**config.mk**
```make
export PLATFORM = sky130hd
export DESIGN_NAME = mem_port_arbiter
export DESIGN_NICKNAME = d
export VERILOG_FILES = /design/src/rtl/mem_port_arbiter.sv
export SDC_FILE = /design/constraint.sdc
export NUM_CORES = 1
export LEC_CHECK = 0
export CAP_MARGIN = 20
export CORE_MARGIN = 2
export CORE_UTILIZATION = 30
export CTS_BUF_LIST = sky130_fd_sc_hd__clkbuf_4 sky130_fd_sc_hd__clkbuf_8
export DETAILED_ROUTE_END_ITERATION = 8
export GPL_TIMING_DRIVEN = 0
export SLEW_MARGIN = 20
export SYNTH_ARGS = -nofsm -noshare
export SYNTH_HDL_FRONTEND = slang
export SYNTH_SLANG_ARGS = --single-unit
export TNS_END_PERCENT = 1
```
**constraint.sdc**
```tcl
create_clock -name clk -period 2.4 [get_ports clk]
set_clock_uncertainty 0.2 [all_clocks]
set_input_delay 0.72 -clock clk [delete_from_list [all_inputs] [get_ports clk]]
set_output_delay 0.72 -clock clk [all_outputs]
set_load 0.05 [all_outputs]
```
**src/rtl/mem_port_arbiter.sv**
```systemverilog
// Shares one single-ported instruction/data memory between the IF and MEM stages.
// One access is in flight at a time; DM wins ties, but a bounded DM streak forces an IF grant.
module mem_port_arbiter #(
  parameter int AW            = 16,
  parameter int DW            = 16,
  parameter int MEM_LAT       = 1,
  parameter int MAX_DM_STREAK = 4
) (
  input  logic          clk,
  input  logic          rst,
  input  logic          if_req,
  input  logic [AW-1:0] if_addr,
  input  logic          if_flush,
  output logic          if_ack,
  output logic [DW-1:0] if_rdata,
  output logic          if_stall,
  input  logic          dm_req,
  input  logic          dm_we,
  input  logic [AW-1:0] dm_addr,
  input  logic [DW-1:0] dm_wdata,
  output logic          dm_ack,
  output logic [DW-1:0] dm_rdata,
  output logic          dm_stall,
  output logic          mem_en,
  output logic          mem_we,
  output logic [AW-1:0] mem_addr,
  output logic [DW-1:0] mem_wdata,
  input  logic [DW-1:0] mem_rdata
);
  localparam int SW = (MAX_DM_STREAK < 1) ? 1 : $clog2(MAX_DM_STREAK + 1);
  localparam int CW = (MEM_LAT < 2) ? 1 : $clog2(MEM_LAT);
  localparam logic [SW-1:0] STREAK_MAX = SW'(MAX_DM_STREAK);
  localparam logic [CW-1:0] LAT_LAST   = CW'((MEM_LAT < 2) ? 0 : MEM_LAT - 2);

  typedef enum logic [1:0] {IDLE, ISSUE, WAIT, RESP} state_t;
  state_t state, state_nxt;

  logic          own_dm, we_q, flush_q;
  logic [SW-1:0] streak;
  logic [CW-1:0] lat_cnt;
  logic          if_cand, dm_cand, force_if, grant_if, grant_dm, rd_done;

  // A requester whose ack is showing this cycle is not re-granted until the next IDLE look.
  always_comb begin
    if_cand  = if_req & ~if_flush & ~if_ack & ~dm_ack;
    dm_cand  = dm_req & ~if_ack & ~dm_ack;
    force_if = (MAX_DM_STREAK != 0) && (streak == STREAK_MAX);
    grant_dm = (state == IDLE) & dm_cand & ~(if_cand & force_if);
    grant_if = (state == IDLE) & if_cand & ~grant_dm;
  end

  always_ff @(posedge clk) begin
    if (rst) state <= IDLE;
    else     state <= state_nxt;
  end

  always_comb begin
    state_nxt = state;
    case (state)
      IDLE:    if (grant_if | grant_dm) state_nxt = ISSUE;
      ISSUE:   state_nxt = (we_q || MEM_LAT == 1) ? RESP : WAIT;
      WAIT:    if (lat_cnt == LAT_LAST) state_nxt = RESP;
      RESP:    state_nxt = IDLE;
      default: state_nxt = IDLE;
    endcase
  end

  always_comb begin
    mem_en   = (state == ISSUE) & ~rst;
    mem_we   = mem_en & we_q;
    rd_done  = (state == RESP) & ~we_q;
    if_stall = if_req & ~if_ack;
    dm_stall = dm_req & ~dm_ack;
  end

  always_ff @(posedge clk) begin
    if (rst) begin
      own_dm    <= 1'b0;
      we_q      <= 1'b0;
      flush_q   <= 1'b0;
      streak    <= '0;
      lat_cnt   <= '0;
      if_ack    <= 1'b0;
      dm_ack    <= 1'b0;
      if_rdata  <= '0;
      dm_rdata  <= '0;
      mem_addr  <= '0;
      mem_wdata <= '0;
    end else begin
      if_ack <= 1'b0;
      dm_ack <= 1'b0;
      if (grant_dm) begin
        own_dm    <= 1'b1;
        we_q      <= dm_we;
        mem_addr  <= dm_addr;
        mem_wdata <= dm_wdata;
        if (!if_cand)                 streak <= '0;
        else if (streak != STREAK_MAX) streak <= streak + SW'(1);
      end else if (grant_if) begin
        own_dm   <= 1'b0;
        we_q     <= 1'b0;
        mem_addr <= if_addr;
        streak   <= '0;
      end
      if (state == IDLE)
        flush_q <= 1'b0;
      else if (!own_dm && if_flush && (state == ISSUE || state == WAIT))
        flush_q <= 1'b1;
      lat_cnt <= (state == WAIT) ? lat_cnt + CW'(1) : '0;
      // Stores complete at issue and ack during RESP; loads ack once the data is captured.
      if (state == ISSUE && we_q) dm_ack <= 1'b1;
      if (rd_done) begin
        if (own_dm) begin
          dm_rdata <= mem_rdata;
          dm_ack   <= 1'b1;
        end else if (!flush_q && !if_flush) begin
          if_rdata <= mem_rdata;
          if_ack   <= 1'b1;
        end
      end
    end
  end
endmodule

```
==> summary.txt <==
STA
  • Final setup margin: -0.0473 ns
  • RSZ-0062 raised after global routing: true
  • Setup-violating endpoint count in the final report: 1
  • Highest attainable clock frequency: 409 MHz
  • Tightest Pin Transition: 0.626 ns
  • Final worst path period share: 1.02
  • Time the final worst path needs with I/O delays and setup: 2.45 ns
  • Final Max Slew Viols: 0
  • Max transition margin: 0.583
  • Count of final hold-check violations: 0

Route
  • DRT Pass-1 Iters: 4
  • Ratio of routed vias to standard cells: 4.65
  • Post-DRT Antenna Nets: 0
  • Final WL: 9.03 mm
  • Drt drc: 0
  • Via count: 3,021
  • Violation count after the first detailed-route iteration: 120
  • DR WL/cell: 13.9 µm

Floorplan
  • Floorplan die width: 104 µm
  • Total Die Area: 10,800 µm²
  • # IOs: 140
  • Placement Rows: 36
  • Initial standard-cell utilization of the core: 0.309
  • Core area: 9730 µm²
  • Chip Height: 104 µm

Yosys
  • Mux share of post-synthesis cell area: 0.00333
  • Post-Synthesis Cells: 361
  • Synth Area in Compound Gates: 0.191
  • Synthesized-area fraction occupied by and/or/nand/nor cells: 0.227
  • Net count after synthesis: 437
  • Post-synth EDFFs: 0
  • Synth async-reset ratio: 0
  • Synth Area in XOR/XNOR: 0.00292
  • Number of storage elements in the synthesis netlist: 75
  • Sequential share of the synthesized area: 0.500
  • Post-Synth Adder-Cell Area: 0.0250
  • Count of distinct cell types in the synthesized netlist: 33
  • Post-synthesis area per instance: 8.32 µm²
  • Primary flip-flop cell chosen by synthesis mapping: dfxtp_1
  • Number of warnings issued by yosys: 0
  • Cell Area, Synth: 3000 µm²
  • Dominant combinational cell family by area after synthesis: simple AND/OR/NAND/NOR gates

Finish
  • Net count of the finished layout: 587
  • Post-layout util: 0.486
  • Proportion of layout cells with a drive suffix above 1: 0.103
  • # fillers: 986
  • Antenna Cells: 0
  • Layout-stage area growth over the synthesis result: 57.4%
  • Finished Cell Area: 4730 µm²

Run status
  • Failing checks: setup timing
  • Outcome: complete, but fails checks

Clocking
  • Clock latency at the later pin of the worst-skew pair: 0.35 ns
  • CTS clock-pin slew for the worst setup and hold paths: 0.07 ns
  • CTS H-Tree Depth: 3
  • Number of buffers created by CTS: 9
  • Clock Sink Count: 75
  • Root buf cell: clkbuf_8
  • CTS tree: yes
  • Buffer levels on the longest clock path: 2

Critical path
  • Worst setup SP type: input port
  • Type of the worst setup path: in -> out
  • Worst Path Required: 1.48 ns
  • Endpoint class of the critical path: output pin
  • WP data arrival: 1.53 ns
  • Maximum fanout count along the critical path: 2

Global routing
  • Met3 Usage GRT: 0.0439
  • Number of antenna violations at the first check in global routing: 0
  • Global-route wire length before repair: 14.9 mm
  • Via count of the first global-routing pass: 3,035
  • Leftover overflow at the end of global routing: 0
  • Largest net degree at the start of global routing: 14
  • Total routing usage reported by global routing: 0.171
  • Global route hottest layer: met2
  • Met2 track utilization from global routing: 0.286
  • Global-route track usage on met1: 0.208

Pwr
  • Peak VDD IR: 0.000345 V
  • Static leakage: 2.00 nW
  • Sequential fraction of design power: 0.366
  • P_sw: 1.57 mW
  • Cell area power density: 862 nW/µm²
  • Comb pwr share: 0.366
  • Proportion of total power due to net switching: 0.386
  • Total Power: 4.07 mW
  • Clk network pwr share: 0.268
  • Internal power of the cells: 2.50 mW

Place
  • DP HPWL: 6.70 mm
  • Post-Place Worst Slack: -0.857 ns
  • Routability-driven placement congestion ratio: 0.755
  • Area post-placement: 4570 µm²
  • Quantity of I/O buffers inserted on ports: 139

Hold path
  • Worst min path class: reg -> reg

Flow run
  • Count of maximum capacitance violations: 0
-- logic make-up after synthesis --
group | after synthesis
AND/OR/NAND/NOR | 156
XOR/XNOR | 1
AO/OA/AOI/OAI | 90
flip-flops | 75
adder cells (fa/ha/maj) | 6
multiplexers | 1
buffers and inverters | 32
-- per-stage QoR --
step,setup TNS [ns],hold slack (ns),instances
5_1_grt,-0.129,0.261,649
3_5_place_dp,-25.67,0.231,633
4_1_cts,-0.153,0.242,649
6_report,-0.0473,0.241,649
2_1_floorplan,0,0.219,361
3_3_place_gp,-23.20,0.227,633
-- flip-flops by register name (all words and copies together) (netlist names) --
name	flops
dm_rdata	16
if_rdata	16
lat_cnt	1
mem_wdata	16
streak	3
we_q	1
state	2
own_dm	1
mem_addr	16
dm_ack	1
flush_q	1
if_ack	1
-- synth_stat cells (2+ instances only) --
| library cell | n | area share |
|---|---|---|
| nand2_1 | 99 | 0.12 |
| nor2_1 | 21 | 0.026 |
| nand3_1 | 23 | 0.038 |
| a21oi_1 | 68 | 0.11 |
| a211oi_1 | 7 | 0.017 |
| dfxtp_1 | 75 | 0.50 |
| inv_1 | 5 | 0.0063 |
| ha_1 | 6 | 0.025 |
| buf_4 | 3 | 0.0075 |
| a211oi_2 | 9 | 0.038 |
| buf_6 | 2 | 0.0075 |
| nor2b_1 | 3 | 0.0063 |
| buf_2 | 5 | 0.0083 |
| clkbuf_1 | 16 | 0.020 |
-- power by group through the flow --
stage	Sequential, mW	Combinational [mW]	Clock [mW]
after floorplan	1.97	0.585	0
after global placement	1.52	1.57	0
after detailed placement	1.52	1.58	0
after CTS	1.49	1.50	1.12
after global routing	1.51	1.61	1.18
final	1.49	1.49	1.09
-- timing repair --
item | in CTS | in global routing
endpoints found under the hold margin | 0 | 0
pin swaps | 1 | 0
setup endpoints to repair | 106 | 46
resized for setup | 96 | 14
setup buffers | 0 | 0
hold buffers | 0 | 0
-- final timing paths --
| path | startpoint | end | slack [ns] | cells after the start |
|---|---|---|---|---|
| max | dm_req | dm_stall | -0.05 | 3 |
| min | lat_cnt | lat_cnt | 0.24 | 1 |
| max reg2reg | state[0] | dm_rdata[9] | 0.27 | 7 |
| min reg2reg | lat_cnt | lat_cnt | 0.24 | 1 |
-- layout by cell type (no fill, tap or decap), types with 2 or more instances in the layout --
cell             count
clkinv_2             2
a211oi_1             7
clkbuf_4             2
dfxtp_1             74
bufinv_16            2
clkbuf_2             2
clkdlybuf4s50_1     66
dlymetal6s2s_1       2
inv_1                5
clkbuf_1            13
nand3_1             23
nor2_1              21
a211oi_2             9
buf_4                5
buf_6                5
a21oi_1             68
clkbuf_8             9
ha_1                 6
nand2_1             99
dlygate4sd2_1       66
nor2b_4              2
buf_2                5
-- critical path: stages --
cell	delay, ns
clkdlybuf4s50_1	0.49
nor2b_2	0.16
buf_6	0.16
-- area by class of cell --
| type | count | area (µm²) | share of cell area |
|---|---|---|---|
| multi-input cells | 254 | 1370 | 0.289 |
| repair buffers | 139 | 1310 | 0.277 |
| inverters | 5 | 18.8 | 0.00397 |
| clock inverters | 6 | 87.6 | 0.0185 |
| flip-flops and latches | 75 | 1500 | 0.318 |
| plain buffers | 27 | 145 | 0.0307 |
| clock buffers | 10 | 131 | 0.0278 |
| well taps | 133 | 166 | 0.0352 |
-- routing by layer --
layer | share of wire | vias to the layer above
li1 | - | 1523
met1 | 0.45 | 1394
met2 | 0.47 | 91
met3 | 0.059 | 13
met4 | 0.018 | 0
met5 | 0 | -
Note: power is estimated with default switching activity, not from simulation.
